## src/rtl/gcm_tag_check.sv

```systemverilog
// Receive-side GHASH tag checker: folded GF(2^128) multiply, tag = GHASH ^ E(K,J0), compare with received tag.
// Optional macro GCM_TAG_TRUNC_EN restricts the compare to the top TAG_BITS bits.
module gcm_tag_check #(
  parameter int unsigned BITS_PER_CYCLE = 1,
  parameter int unsigned TAG_BITS       = 128
) (
  input  logic         clk,
  input  logic         rst,
  input  logic         start,
  input  logic [127:0] h,
  input  logic [127:0] ek_j0,
  input  logic [63:0]  aad_len,
  input  logic [63:0]  ct_len,
  input  logic [127:0] tag_in,
  input  logic         in_valid,
  output logic         in_ready,
  input  logic [127:0] in_data,
  input  logic         in_last,
  output logic         busy,
  output logic         done,
  output logic [127:0] tag_out,
  output logic         tag_ok,
  output logic         len_err
);

  localparam int unsigned N = 128 / BITS_PER_CYCLE;
  localparam int unsigned CW = $clog2(N);
  localparam logic [CW-1:0] CYC_LAST = CW'(N - 1);
  localparam logic [127:0] R_POLY = {8'hE1, 120'h0};
`ifdef GCM_TAG_TRUNC_EN
  localparam logic [127:0] CMP_MASK = ~((128'd1 << (128 - TAG_BITS)) - 128'd1);
`else
  localparam logic [127:0] CMP_MASK = '1;
`endif

  if (BITS_PER_CYCLE != 1 && BITS_PER_CYCLE != 2 && BITS_PER_CYCLE != 4 && BITS_PER_CYCLE != 8) begin : g_bpc_chk
    $error("gcm_tag_check: BITS_PER_CYCLE must be 1, 2, 4 or 8");
  end
  if (TAG_BITS % 8 != 0 || TAG_BITS < 96 || TAG_BITS > 128) begin : g_tag_chk
    $error("gcm_tag_check: TAG_BITS must be a multiple of 8 in 96..128");
  end

  typedef enum logic [2:0] {IDLE, LOAD, MUL, LEN, FIN, DONE} state_t;
  state_t state, state_n;

  logic [127:0] h_r, ek_r, tag_in_r;
  logic [63:0]  aad_r, ct_r;
  logic [127:0] x, v, z, y;
  logic [127:0] x_step, v_step, z_step;
  logic [CW-1:0] cyc;
  logic [57:0]  cnt, exp_cnt;
  logic         last_r, len_done;
  logic [127:0] tag_c;
  logic         lerr_c;

  // BITS_PER_CYCLE iterations of Algorithm 1; X is shifted left so its MSB is always the next bit
  always_comb begin
    z_step = z;
    v_step = v;
    x_step = x;
    for (int unsigned b = 0; b < BITS_PER_CYCLE; b++) begin
      if (x_step[127]) z_step = z_step ^ v_step;
      v_step = v_step[0] ? ((v_step >> 1) ^ R_POLY) : (v_step >> 1);
      x_step = x_step << 1;
    end
  end

  always_comb begin
    exp_cnt = {1'b0, aad_r[63:7]} + {1'b0, ct_r[63:7]}
            + 58'(|aad_r[6:0]) + 58'(|ct_r[6:0]);
    lerr_c  = (cnt != exp_cnt);
    tag_c   = y ^ ek_r;
  end

  always_comb begin
    state_n = state;
    case (state)
      IDLE, DONE: if (start) state_n = (aad_len == '0 && ct_len == '0) ? LEN : LOAD;
      LOAD:       if (in_valid) state_n = MUL;
      MUL: begin
        if (cyc == CYC_LAST) begin
          if (len_done)    state_n = FIN;
          else if (last_r) state_n = LEN;
          else             state_n = LOAD;
        end
      end
      LEN:        state_n = MUL;
      FIN:        state_n = DONE;
      default:    state_n = IDLE;
    endcase
  end

  assign in_ready = (state == LOAD);
  assign busy     = (state != IDLE) && (state != DONE);

  always_ff @(posedge clk) begin
    if (rst) begin
      state    <= IDLE;
      h_r      <= '0;
      ek_r     <= '0;
      tag_in_r <= '0;
      aad_r    <= '0;
      ct_r     <= '0;
      x        <= '0;
      v        <= '0;
      z        <= '0;
      y        <= '0;
      cyc      <= '0;
      cnt      <= '0;
      last_r   <= 1'b0;
      len_done <= 1'b0;
      tag_out  <= '0;
      tag_ok   <= 1'b0;
      len_err  <= 1'b0;
      done     <= 1'b0;
    end else begin
      state <= state_n;
      done  <= 1'b0;
      case (state)
        IDLE, DONE: begin
          if (start) begin
            h_r      <= h;
            ek_r     <= ek_j0;
            tag_in_r <= tag_in;
            aad_r    <= aad_len;
            ct_r     <= ct_len;
            y        <= '0;
            cnt      <= '0;
            last_r   <= 1'b0;
            len_done <= 1'b0;
            tag_out  <= '0;
            tag_ok   <= 1'b0;
            len_err  <= 1'b0;
          end
        end
        LOAD: begin
          if (in_valid) begin
            x      <= y ^ in_data;
            v      <= h_r;
            z      <= '0;
            cyc    <= '0;
            cnt    <= cnt + 58'd1;
            last_r <= in_last;
          end
        end
        MUL: begin
          x   <= x_step;
          v   <= v_step;
          z   <= z_step;
          cyc <= cyc + CW'(1);
          if (cyc == CYC_LAST) y <= z_step;
        end
        LEN: begin
          x        <= y ^ {aad_r, ct_r};
          v        <= h_r;
          z        <= '0;
          cyc      <= '0;
          len_done <= 1'b1;
        end
        FIN: begin
          tag_out <= tag_c;
          len_err <= lerr_c;
          tag_ok  <= (((tag_c ^ tag_in_r) & CMP_MASK) == '0) && !lerr_c;
          done    <= 1'b1;
        end
        default: ;
      endcase
    end
  end

endmodule

```

## config.mk

```make
export PLATFORM = sky130hd
export DESIGN_NAME = gcm_tag_check
export DESIGN_NICKNAME = d
export VERILOG_FILES = /design/src/rtl/gcm_tag_check.sv
export SDC_FILE = /design/constraint.sdc
export NUM_CORES = 2
export LEC_CHECK = 0
export BUFFER_PORTS_ARGS = -buffer_cell sky130_fd_sc_hd__buf_2
export CORE_UTILIZATION = 35
export CTS_BUF_LIST = sky130_fd_sc_hd__clkbuf_2
export CTS_CLUSTER_SIZE = 20
export DETAILED_ROUTE_END_ITERATION = 16
export GPL_TIMING_DRIVEN = 0
export PLACE_DENSITY = 0.59
export RECOVER_POWER = 25
export SYNTH_ARGS = -nofsm -noshare
export SYNTH_HDL_FRONTEND = slang
export SYNTH_SLANG_ARGS = --single-unit
```

## constraint.sdc

```tcl
create_clock -name clk -period 6.3 [get_ports clk]
set_input_delay 1.26 -clock clk [delete_from_list [all_inputs] [get_ports clk]]
set_output_delay 1.26 -clock clk [all_outputs]
set_load 0.1 [all_outputs]
```

* After elaboration in Yosys (flattened, before gate mapping)
Index checks and enable logic that the tools add are counted.
Storage, ports and cells: register bits after elaboration 1225, input bits 645, output and inout bits 133, logic and storage cells 95
Cells by class: add/subtract/negate cells 5, equal/unequal tests 11, mux-type cells 31, bitwise logic cells 6, reductions and logical operators 24
Operators by type and width (number):
- $pmux W128 S3 | 3
- $mux W128 | 7
- $xor A128 B128 Y128 | 5
- $pmux W128 S2 | 2
- $logic_not A128 Y1 | 1
- $logic_not A64 Y1 | 2
- $add A58 B1 Y58 | 2
- $mux W58 | 2
- $pmux W58 S2 | 1
- $add A57 B57 Y58 | 1
- $add A58 B1 Y58 const B | 1
- $ne A58 B58 Y1 | 1
- $pmux W7 S3 | 1
- $pmux W3 S5 | 1
- $reduce_or A7 Y1 | 2
- $mux W3 | 4
- $reduce_and A3 Y1 | 3
- $pmux W1 S2 | 4
- $reduce_and A2 Y1 | 4
- $reduce_bool A2 Y1 | 4
- $add A7 B1 Y7 const B | 1
- $eq A7 B7 Y1 const B | 1
- $mux W7 | 1
- $eq A3 B2 Y1 const B | 2
- other kinds (12) | 21

* Logic depth before layout (Yosys ltp)
depth in word-level cells 7, depth in mapped cells 15, gate-level depth less buffers 15

* Worst setup path after synthesis
Ideal clock, no wire load.
path type register to register, start register ct_r[3], end register len_err, setup time 0.120 ns, arrival 4.648 ns, data required time 6.180 ns, path slack 1.532 ns, stages on the path, launching flop included 16, path buffers 0, clock period less this slack 4.768 ns, path through dfxtp_1 -> nor4_1 -> nand2_1 -> fa_1 -> ha_1 -> fa_1 -> a21o_1 -> a221o_1 -> a21o_1 -> o31a_1 -> o21ai_2 -> a211oi_1 -> or4_1 -> or4_1 -> or4_1 -> o31a_1
On the way: word-level cells in the longest chain between the ends 4
RTL lines:
- start, declared | line 47 | logic [63:0] aad_r, ct_r;
- start signal, assigned | line 126 | ct_r <= ct_len;
- $reduce_or A7 Y1 | line 70 | + 58'(|aad_r[6:0]) + 58'(|ct_r[6:0]);
- $add A58 B1 Y58 | line 70
- $ne A58 B58 Y1 | line 71 | lerr_c = (cnt != exp_cnt);
- $pmux W1 S2 | line 119 | case (state)
- end signal, assigned | line 162 | len_err <= lerr_c;
- end, declared | line 23 | output logic len_err
Every way passes these cells. A chain may end at the register's enable or synchronous reset.

* Worst setup path in the final report
Ends and elaborated chain as after synthesis.

==> key figures <==
Run status
  – Status: finished, violations left
  – Failing checks: max-capacitance violations, max-slew violations

Worst setup path
  – Crit path launch: ct_r[3]
  – Worst setup endpoint: len_err
  – CP arrival: 8070 ps
  – Nature of the critical path startpoint: register
  – Required time of the critical path: 8130 ps
  – FF-to-FF path depth: 15
  – Type of the worst setup path: register to register
  – Crit end category: register
  – CP Max Fanout: 3
  – Worst reg2reg startpoint: ct_r[3]
  – Reg-to-reg slack, setup: 60 ps
  – R2r endpoint: len_err

Placement
  – Routability congestion estimate: 1.035
  – Dpl hpwl: 271.0 mm
  – Placed Cells: 10314
  – Placed inst area: 63590 sq um
  – PortBufs: 777

Global route
  – Met3 Use GR: 11.67%
  – M1 GR Usage: 50.69%
  – GRT Overall Usage: 39.25%
  – Met2 Use GR: 56.61%
  – Grt total ovfl: 0
  – First-pass GRT wire length: 448.4 mm
  – Vias in the first global route: 60084
  – Initial antenna violation count: 51
  – GR peak layer: met2
  – Largest net degree at the start of global routing: 17

Power and ir drop
  – VDD IR max: 0.0002430 V
  – Reg power frac: 42.4%
  – Sw frac: 42.55%
  – Power Density: 307.3 nW/um^2
  – Sw Pwr: 9444 uW
  – Logic gate share of total power: 31.5%
  – LEAKAGE: 0.02957 uW
  – Pint: 12750 uW
  – Clk network pwr share: 26.2%

Route
  – Post-DR vias/cell: 5.595
  – WL per Instance: 29.21 microns
  – # DRC: 0
  – DRT Wirelength: 334.7 mm
  – Initial drt markers: 7814
  – Antenna viol nets, final: 0
  – Drt first pass iters: 9
  – Routed vias: 64111

Cells and area
  – Area Overhead vs Synth: 27.21%
  – Nets: 9841
  – Fill cells: 16429
  – Share of cells above drive strength 1: 14.39%
  – Most frequent cells in the layout: nand2_1 (1860), a21oi_1 (1290), dfxtp_1 (1225), buf_2 (788), nor2_1 (729)
  – Finished Layout Cells: 11458
  – Fin area: 72220 sq um
  – Commonest non-fill, non-tap cell in the layout: nand2_1

Synth
  – Share of async-settable or async-resettable flops after synthesis: 0%
  – Post-synth cell types: 72
  – Seq/Total Area, Yosys: 43.20%
  – EDFF count, synth: 0
  – Dominant synthesized flop cell: dfxtp_1
  – FF+latch count, synth: 1225
  – Post-Synthesis Cell Area: 56770 sq um
  – Synthesized Nets: 8130
  – Synthesis Warnings: 0
  – Gate Count Post-Synth: 7368
  – Syn avg cell area: 7.705 sq um

STA
  – Final min period: 6243 ps
  – Total negative slack: 0 ps
  – Final hold vios: 0
  – RSZ-0062 raised after global routing: false
  – FMAX: 160.2 MHz
  – Worst slew pin tran: 1607 ps
  – Worst slew margin: -8.092%
  – Skew final: 214.2 ps
  – Period utilization: 99.10%
  – Max-slew violations: 60
  – # setup viols final: 0

Run
  – Max Cap Viol: 12

Clock network
  – Post CTS Setup Buffer Count: 0
  – CTS clk-pin slew, worst paths: 110 ps
  – Root Buffer: clkbuf_2
  – CTS sink count: 1225
  – CTS tree: yes
  – Clock latency on the worst-skew pair: 1970 ps
  – CTS buffer count: 345
  – Clock buffer depth: 4
  – # H-tree levels: 5

Floorplanning
  – Row cnt: 147
  – DIE HEIGHT: 404.7 microns
  – Die X: 404.7 microns
  – Ports: 778
  – Initial Util: 35.32%
  – Core ar.: 160800 sq um
  – Die Footprint: 163800 sq um

Hold path
  – Hold Crit Class: input pin to register
## logic make-up after synthesis
kind of cell,count (synthesis),share of synthesized area (%)
adders and majority gates,117,2.605
muxes,142,2.515
buffers and inverters,552,3.685
and+or+nand+nor,2960,21.06
xor gates and xnor gates,589,9.087
AOI/OAI and AO/OA,1783,17.85
DFF,1225,43.20
## state kept, by name (all words and copies together) (netlist names)
register	count
v	128
x	128
ct_r	64
z	128
last_r	1
y	128
len_done	1
h_r	128
tag_in_r	128
ek_r	128
tag_ok	1
aad_r	64
len_err	1
state	3
tag_out	128
done	1
cnt	58
cyc	7
## area by class of cell
class / count / area, sq um / area share (%)
clock inverters: 68 / 400.4 / 0.5544
diodes: 20 / 50.05 / 0.06930
clock buffers: 478 / 2392 / 3.312
multi-input cells: 5591 / 30240 / 41.87
repair buffers: 1364 / 9818 / 13.59
flip-flops and latches: 1225 / 24520 / 33.96
plain buffers: 529 / 2012 / 2.786
well taps: 2160 / 2703 / 3.742
inverters: 23 / 86.33 / 0.1195
## synth_stat cells (all sizes together) (6+ instances only)
library cell  instances  area, sq um
a311oi              130         1156
nor2b                 6        37.54
a21oi              1294         6491
clkbuf              476         1787
or2                   8        50.05
a21o                 14        106.4
and3                 17        106.4
a31oi                41        256.5
nor4                 67        431.7
xor2                443         3880
inv                  22        82.58
nand3                82        422.9
nor3                 41        205.2
a22o                 33        289.0
mux2i               137         1371
o22ai                19        118.9
or3                  17        106.4
and4                  8        70.07
a221oi               14        122.6
o211ai               12        95.09
nand2b               15        93.84
ha                  115         1439
xnor2               146         1279
a211oi               16        120.1
and2                  9        56.30
buf                  53        219.0
nand4                85        531.8
o2111ai               9        78.83
nor2                729         2736
o21a                 21        157.7
or4                  11        82.58
nand2              1860         6982
dfxtp              1225        24520
o21ai               116        584.3
a22oi                 9        67.56
## per-stage QoR
step	utilization (%)	setup WS (ps)	hold slack, ps	power (uW)
after floorplan	-	1532	436.3	12840
after detailed placement	39.56	156.4	442.9	15940
final	44.93	56.56	75.56	22190
after global placement	39.42	106.8	435.5	15850
after global routing	44.91	74.15	95.74	22980
after CTS	44.89	195.0	0.9965	21870
## power groups by stage
stage | Combinational (uW) | Clock (uW) | Sequential (uW)
6_report | 6990 | 5800 | 9400
4_1_cts | 6730 | 5800 | 9330
3_3_place_gp | 6360 | 0 | 9490
3_5_place_dp | 6420 | 0 | 9510
2_1_floorplan | 3740 | 0 | 9100
5_1_grt | 7340 | 6210 | 9440
## how the worst min path moves through the flow
stage	start	endpoint	slack (ps)	depth (start not counted)
5_1_grt	h[9]	h_r[9]	100	4
3_5_place_dp	tag_out[117]	tag_out[117]	440	2
2_1_floorplan	tag_in_r[101]	tag_in_r[101]	440	2
6_report	in_data[0]	x[0]	80	5
4_1_cts	in_data[122]	x[122]	1	6
3_3_place_gp	tag_out[108]	tag_out[108]	440	2
## critical path, cell delays in order (launching register included)
cell and delay, ps:
dfxtp_1 350, nor4_1 500, nand2_1 140, fa_1 450
ha_1 240, fa_1 480, a21o_1 230, a21oi_1 220
xnor2_1 190, a2111oi_0 1030, o2111ai_1 380, nor4_1 340
nand4_1 200, or4_1 640, or3_1 520, o31a_1 310
## what timing repair did
action                    in CTS  in global routing
hold endpoints to repair     562                  0
gates resized for setup        0                  0
hold buffers                 578                  0
## layer usage
layer	share of wire, %	vias to the layer above
met5	0.063	-
met4	7.2	30
met3	11	936
met2	41	3913
met1	41	30661
li1	-	28571
No activity file was read; power rests on OpenSTA's default activity.
